==> config.mk <==
export PLATFORM = sky130hd
export DESIGN_NAME = sr_latch_driver
export DESIGN_NICKNAME = d
export VERILOG_FILES = /design/src/rtl/sr_latch_driver.sv
export SDC_FILE = /design/constraint.sdc
export NUM_CORES = 1
export LEC_CHECK = 0
export ABC_CLOCK_PERIOD_IN_PS = 2000
export CAP_MARGIN = 25
export CELL_PAD_IN_SITES_DETAIL_PLACEMENT = 0
export CELL_PAD_IN_SITES_GLOBAL_PLACEMENT = 1
export CORE_MARGIN = 2
export CORE_UTILIZATION = 30
export DETAILED_ROUTE_END_ITERATION = 7
export HOLD_SLACK_MARGIN = 0.06
export PLACE_DENSITY = 0.62
export SLEW_MARGIN = 40
export SYNTH_ARGS = -nofsm -noshare
export SYNTH_HDL_FRONTEND = slang
export SYNTH_SLANG_ARGS = --single-unit
==> constraint.sdc <==
create_clock -name clk -period 2 [get_ports clk]
set_input_delay 0.2 -clock clk [delete_from_list [all_inputs] [get_ports clk]]
set_output_delay 0.2 -clock clk [all_outputs]
set_load 0.05 [all_outputs]
==> src/rtl/sr_latch_driver.sv <==
// sr_latch_driver: clocked replacement for a NOR set/reset latch.
// Each raw button input goes through a 2-flop synchronizer, a debounce counter
// and a rising-edge detector. A small FSM on the debounced levels produces
// registered Q/Qn with NOR-latch behaviour, including the both-asserted state.
// The race flag is sticky. It records a simultaneous exit from the forbidden state.

module sr_latch_driver #(
   parameter int DB_COUNT = 4,
   parameter int CNT_W    = 16
) (
   input  logic clk,
   input  logic rst,
   input  logic S_raw,
   input  logic R_raw,
   output logic Q,
   output logic Qn,
   output logic S_pulse,
   output logic R_pulse,
   output logic race
);

   typedef enum logic [1:0] {
      HOLD_RESET = 2'd0,
      HOLD_SET   = 2'd1,
      FORBIDDEN  = 2'd2
   } state_e;

   localparam logic [CNT_W-1:0] CNT_LAST = CNT_W'(DB_COUNT - 1);

   logic             sSync1_q, sSync2_q, rSync1_q, rSync2_q;
   logic [CNT_W-1:0] sCnt_q, sCnt_d, rCnt_q, rCnt_d;
   logic             sDb_q, sDb_d, rDb_q, rDb_d;
   logic             sDbPrev_q, rDbPrev_q;
   logic             sPulse_q, rPulse_q;
   state_e           state_q, state_d;
   logic             race_q, race_d;

   // Set channel debounce: the level moves only after sync2 disagrees for DB_COUNT edges in a row
   always_comb begin
      sCnt_d = sCnt_q;
      sDb_d  = sDb_q;
      if (sSync2_q == sDb_q) begin
         sCnt_d = '0;
      end else if (sCnt_q == CNT_LAST) begin
         sDb_d  = sSync2_q;
         sCnt_d = '0;
      end else begin
         sCnt_d = sCnt_q + CNT_W'(1);
      end
   end

   // Reset channel debounce, identical to the set channel
   always_comb begin
      rCnt_d = rCnt_q;
      rDb_d  = rDb_q;
      if (rSync2_q == rDb_q) begin
         rCnt_d = '0;
      end else if (rCnt_q == CNT_LAST) begin
         rDb_d  = rSync2_q;
         rCnt_d = '0;
      end else begin
         rCnt_d = rCnt_q + CNT_W'(1);
      end
   end

   // Front-end registers: synchronizers, debounce state, previous levels and edge pulses
   always_ff @(posedge clk) begin
      if (rst) begin
         sSync1_q  <= 1'b0;
         sSync2_q  <= 1'b0;
         rSync1_q  <= 1'b0;
         rSync2_q  <= 1'b0;
         sCnt_q    <= '0;
         rCnt_q    <= '0;
         sDb_q     <= 1'b0;
         rDb_q     <= 1'b0;
         sDbPrev_q <= 1'b0;
         rDbPrev_q <= 1'b0;
         sPulse_q  <= 1'b0;
         rPulse_q  <= 1'b0;
      end else begin
         sSync1_q  <= S_raw;
         sSync2_q  <= sSync1_q;
         rSync1_q  <= R_raw;
         rSync2_q  <= rSync1_q;
         sCnt_q    <= sCnt_d;
         rCnt_q    <= rCnt_d;
         sDb_q     <= sDb_d;
         rDb_q     <= rDb_d;
         sDbPrev_q <= sDb_q;
         rDbPrev_q <= rDb_q;
         sPulse_q  <= sDb_q & ~sDbPrev_q;
         rPulse_q  <= rDb_q & ~rDbPrev_q;
      end
   end

   // Latch state register and the sticky race flag
   always_ff @(posedge clk) begin
      if (rst) begin
         state_q <= HOLD_RESET;
         race_q  <= 1'b0;
      end else begin
         state_q <= state_d;
         race_q  <= race_d;
      end
   end

   // Next-state logic on the debounced levels; a both-low exit from FORBIDDEN raises race
   always_comb begin
      state_d = state_q;
      race_d  = race_q;
      case (state_q)
         HOLD_RESET: begin
            if (sDb_q & rDb_q)       state_d = FORBIDDEN;
            else if (sDb_q)          state_d = HOLD_SET;
         end
         HOLD_SET: begin
            if (sDb_q & rDb_q)       state_d = FORBIDDEN;
            else if (rDb_q)          state_d = HOLD_RESET;
         end
         FORBIDDEN: begin
            if (sDb_q & ~rDb_q)      state_d = HOLD_SET;
            else if (rDb_q & ~sDb_q) state_d = HOLD_RESET;
            else if (~sDb_q & ~rDb_q) begin
               state_d = HOLD_RESET;
               race_d  = 1'b1;
            end
         end
         default: state_d = HOLD_RESET;
      endcase
   end

   // Output decode from the state register only, so Q/Qn never see the inputs combinationally
   always_comb begin
      Q  = 1'b0;
      Qn = 1'b1;
      case (state_q)
         HOLD_SET: begin
            Q  = 1'b1;
            Qn = 1'b0;
         end
         FORBIDDEN: begin
            Q  = 1'b0;
            Qn = 1'b0;
         end
         default: begin
            Q  = 1'b0;
            Qn = 1'b1;
         end
      endcase
   end

   assign S_pulse = sPulse_q;
   assign R_pulse = rPulse_q;
   assign race    = race_q;

endmodule

* Word level (Yosys, flattened, before mapping)
Index checks and enable logic that the tools add are counted.
** Storage, ports and cells
- Bits in registers :: 45
- Input bits :: 4
- Output and inout bits :: 5
- Word-level logic and storage cells :: 57
** Operators by class
- $add $sub $neg :: 2
- Eq/ne operators :: 9
- Mux-type cells :: 10
- Bitwise operators :: 14
- Reduce and logical (&&, ||, !) cells :: 8
** Operators by type and width (number)
- adder 16 x 1 -> 16 bit (second input constant) :: 2
- == test 16 x 2 -> 1 bit (second input constant) :: 2
- 2-to-1 mux 2 bit :: 7
- NOT 1 bit :: 8
- AND 1 bit :: 6
- != test 3 bit (second input constant) :: 2
- case mux 2 bit (3 select lines) :: 1
- OR reduction 3 bit :: 2
- != test 4 bit (second input constant) :: 1
- AND reduction 2 bit :: 2
- AND reduction 4 bit :: 1
- AND reduction 3 bit :: 1
- == test 1 bit :: 2
- == test 2 x 1 -> 1 bit (second input constant) :: 1
- == test 2 bit (second input constant) :: 1
- zero test 2 bit :: 1
- 2-to-1 mux 1 bit :: 2
- OR reduction 2 bit :: 1

* Depth between registers and ports, before layout
- Depth after elaboration :: 6
- Depth in mapped cells :: 6
- Depth with buffers taken out :: 6

* Least setup slack after synthesis
No wires, ideal clock.
- Path type :: register to register
- From :: register state_q[1]
- To :: register state_q[0]
- Setup time :: 0.128 ns
- Arrival :: 1.570 ns
- Path slack :: 0.302 ns
- Cell stages (with the launch flop) :: 7
- Buffers on the path :: 0
- Period minus slack after synthesis :: 1.698 ns
- Cells stage by stage :: dfxtp_1 inv_1 ha_1 nor3b_1 nor3_1 mux2i_1 nor2_1
** On the way
- Word-level cells in the longest chain between the ends :: 3
- Elaborated cells on any way between the ends :: 8
- Classes of those cells :: eq/ne (5); mux (1); reduce/logical (2)
** Ends and longest elaborated chain
- start, declared :: line 35 : state_e state_q, state_d;
- start signal, assigned :: line 103 : state_q <= state_d;
- == test 2 bit (tied with other cells) :: line 112 : case (state_q)
- != test 4 bit (no line) or != test 3 bit (tied branches)
- AND reduction 3 bit (no line)
Parallel ways exist; a longest one is shown, timed or not.
A chain may end at the register's enable or synchronous reset.

* Worst setup path after layout
- From :: register race_q (netlist: race)
- To :: output race
** RTL lines
- start, declared :: line 36 : logic race_q, race_d;
- start signal, assigned :: line 104 : race_q <= race_d;
- end, declared :: line 19 : output logic race
No word-level cell between the ends.

==> impl_metrics.env <==
export IMPL_outcome="finished clean"
export IMPL_growth_of_design_area_from_synthesis_to_finish_pct=16.0
export IMPL_final_setup_skew_ns=0.00526
export IMPL_ios=9
export IMPL_synth_top_cell_area_share_pct=45.7
export IMPL_worstSkewPairLatency_ns=0.29
export IMPL_synth_distinct_cells=28
export IMPL_critical_path_slowest_cell="sky130_fd_sc_hd__clkdlybuf4s50_1"
export IMPL_synthesis_yosys_warnings=0
export IMPL_report_final_setup_viol=0
export IMPL_place_gp_congestion=0.725
export IMPL_worst_pin_slew_ns=0.496
export IMPL_drt_antenna_violating_nets=0
export IMPL_cts_hold_fix_buffers=0
export IMPL_fin_hold_ws_ns=0.386
export IMPL_postCtsSetupRepairBufs=0
export IMPL_antennaDiodeCount=0
export IMPL_synth_most_common_cell="sky130_fd_sc_hd__dfxtp_1"
export IMPL_async_sr_flop_fraction_pct=0
export IMPL_grt_antenna_before_repair=0
export IMPL_critPathTopFamily="buffers and inverters"
export IMPL_peakVddDrop_mv=0.372
export IMPL_final_hold_violation_count=0
export IMPL_grt_pass1_vias=1407
export IMPL_initial_utilization_pct=31.1
export IMPL_final_min_period_over_clock_period_pct=81.4
export IMPL_critical_path_endpoint_type="output port"
export IMPL_relSlewSlack_pct=66.8
export IMPL_fmax_mhz=614
export IMPL_vias_per_cell=4.60
export IMPL_cts_root_buffer_cell="sky130_fd_sc_hd__clkbuf_8"
export IMPL_synth_ff_latch_count=45
export IMPL_final_layout_size_suffix_gt1_share_pct=6.78
export IMPL_syn_cell_area_sq_um=1970
export IMPL_dieHeight_um=85.1
export IMPL_clock_sinks=45
export IMPL_layoutNonFillerInstCount=313
export IMPL_drc_errors=0
export IMPL_detail_route_wirelength_um=3300
export IMPL_cp_slowest_stage_delay_ns=0.80
export IMPL_post_route_min_period_ns=1.63
export IMPL_drt_initial_drc_count=25
export IMPL_dr_pass1_iters=4
export IMPL_largest_area_contributor_in_the_synthesized_netlist="sky130_fd_sc_hd__dfxtp_1"
export IMPL_tritoncts="built"
export IMPL_synth_edf_count=0
export IMPL_power_density_nw_per_um2=738
export IMPL_slew_violations=0
export IMPL_grt_start_max_net_pins=16
export IMPL_critPathLaunchType="register"
export IMPL_grt_pass1_wl_um=6090
export IMPL_core_region_area_sq_um=6350
export IMPL_core_rowCount=29
export IMPL_dp_hpwl_um=2310
export IMPL_h_tree_lvls=2
export IMPL_cts_resized=0
export IMPL_groute_usage_overall_pct=10.4
export IMPL_avgRoutedWirePerCell_um=10.6
export IMPL_nNetsFinal=249
export IMPL_via_count=1439
export IMPL_maxCapViolCount=0
export IMPL_worstSetupPathType="register to output port"
export IMPL_crit_chain="clkdlybuf4s50_1"
export IMPL_final_fill_count=684
export IMPL_max_clock_path_buffers=2
export IMPL_postSynthAreaPerCell_sq_um=9.05
export IMPL_seq_area_frac_synth_pct=45.7
export IMPL_crit_path_max_fanout=2
export IMPL_place_inst=305
export IMPL_grt_setup_unrepaired="false"
export IMPL_final_setup_tns_ns=0
export IMPL_ys_top_cells_by_count="45 x sky130_fd_sc_hd__dfxtp_1, 43 x sky130_fd_sc_hd__nor2_1, 25 x sky130_fd_sc_hd__xnor2_1, 13 x sky130_fd_sc_hd__nor3_1"
export IMPL_syn_num_nets=232
export IMPL_worstHoldPathType="register to register"
export IMPL_synthesis_instances=218
export IMPL_main_synth_ff_type="sky130_fd_sc_hd__dfxtp_1"
export IMPL_netlist_top_cells_area="sky130_fd_sc_hd__dfxtp_1 46%, sky130_fd_sc_hd__xnor2_1 11%, sky130_fd_sc_hd__nor2_1 8.2%, sky130_fd_sc_hd__ha_1 6.3%, sky130_fd_sc_hd__nor4_1 3.5%"
export IMPL_globalRoute_totalOverflow=0
export IMPL_cp_required_ns=1.80
export IMPL_cts_made_buffers=5
export IMPL_dieArea_sq_um=7240
export IMPL_cts_clk_slew_worst_paths_ns=0.08
export IMPL_worst_path_buf_inv=1
export IMPL_crit_arrival_ns=1.43
export IMPL_leakagePower_nw=0.773
export IMPL_die_width_um=85.1
export IMPL_numPortBuffers=8
## final cells by class
cell class	instances	area, sq um	share of cell area, %
clock buffers	7	86.3	3.77
clock inverters	1	30.0	1.31
inverters	11	41.3	1.80
multi-input cells	159	1020	44.4
flip-flops and latches	45	901	39.3
well taps	77	96.3	4.21
repair buffers	13	118	5.14
## power by group
group	internal (W)	switching, W
combinational	0.0000336	0.0000476
sequential	0.000903	0.00000576
clock	0.000407	0.000293
## through the flow
stage / total power (W) / area, sq um / util, % / worst slack [ns]
2_1_floorplan: 0.000985 / 1970 / - / 0.302
3_3_place_gp: 0.00101 / 2170 / 34.2 / 0.412
3_5_place_dp: 0.00101 / 2170 / 34.2 / 0.394
4_1_cts: 0.00173 / 2290 / 36.0 / 0.0528
5_1_grt: 0.00178 / 2290 / 36.1 / 0.209
6_report: 0.00169 / 2290 / 36.1 / 0.372
## worst paths after layout
path,start,end,slack (ns),cells after the start
worst max-delay path,race$_SDFFE_PP0P_,race,0.37,1
worst min register to register,sDbPrev_q$_SDFF_PP0_,S_pulse$_SDFF_PP0_,0.39,1
worst min-delay path,sDbPrev_q$_SDFF_PP0_,S_pulse$_SDFF_PP0_,0.39,1
worst max register to register,rCnt_q[0]$_SDFF_PP0_,rCnt_q[14]$_SDFF_PP0_,0.37,5
## layout by cell type, fill, tap and decap left out, types with 2 or more instances in the layout
master,netlist,final
sky130_fd_sc_hd__nor2b_1,4,4
sky130_fd_sc_hd__nor3b_1,3,3
sky130_fd_sc_hd__buf_4,0,6
sky130_fd_sc_hd__nor3_1,13,13
sky130_fd_sc_hd__dfxtp_1,45,45
sky130_fd_sc_hd__mux2i_1,4,4
sky130_fd_sc_hd__nor4b_1,2,2
sky130_fd_sc_hd__xor2_1,4,4
sky130_fd_sc_hd__nand2_1,9,9
sky130_fd_sc_hd__clkbuf_8,0,6
sky130_fd_sc_hd__and3_1,3,3
sky130_fd_sc_hd__inv_1,11,11
sky130_fd_sc_hd__nor2_1,43,43
sky130_fd_sc_hd__nand3_1,11,11
sky130_fd_sc_hd__clkdlybuf4s50_1,0,6
sky130_fd_sc_hd__nor4_1,11,11
sky130_fd_sc_hd__nand4_1,6,6
sky130_fd_sc_hd__ha_1,10,10
sky130_fd_sc_hd__a21oi_1,2,2
sky130_fd_sc_hd__xnor2_1,25,25
## layer usage
layer / global-route usage (%) / vias up / wire length, um
met1: 13.1 / 654 / 1710
met5: 0 / - / 0
li1: - / 770 / -
met2: 16.1 / 13 / 1480
met3: 3.21 / 2 / 71
met4: 5.19 / 0 / 40
## state kept, by name, indices dropped and copies added (netlist names)
register	cells
R_pulse	1
rSync2_q	1
rSync1_q	1
sDbPrev_q	1
sSync1_q	1
sSync2_q	1
rDb_q	1
sCnt_q	16
S_pulse	1
state_q	2
rCnt_q	16
sDb_q	1
rDbPrev_q	1
race	1
## cells by family after synthesis
family | after synthesis | synth area share (%)
DFF | 45 | 45.7
AOI/OAI and AO/OA | 5 | 1.59
and+or+nand+nor | 111 | 28.7
buffers and inverters | 14 | 2.79
muxes | 4 | 2.03
xor gates and xnor gates | 29 | 12.9
adders and majority gates | 10 | 6.34
No activity file was read; power rests on OpenSTA's default activity.
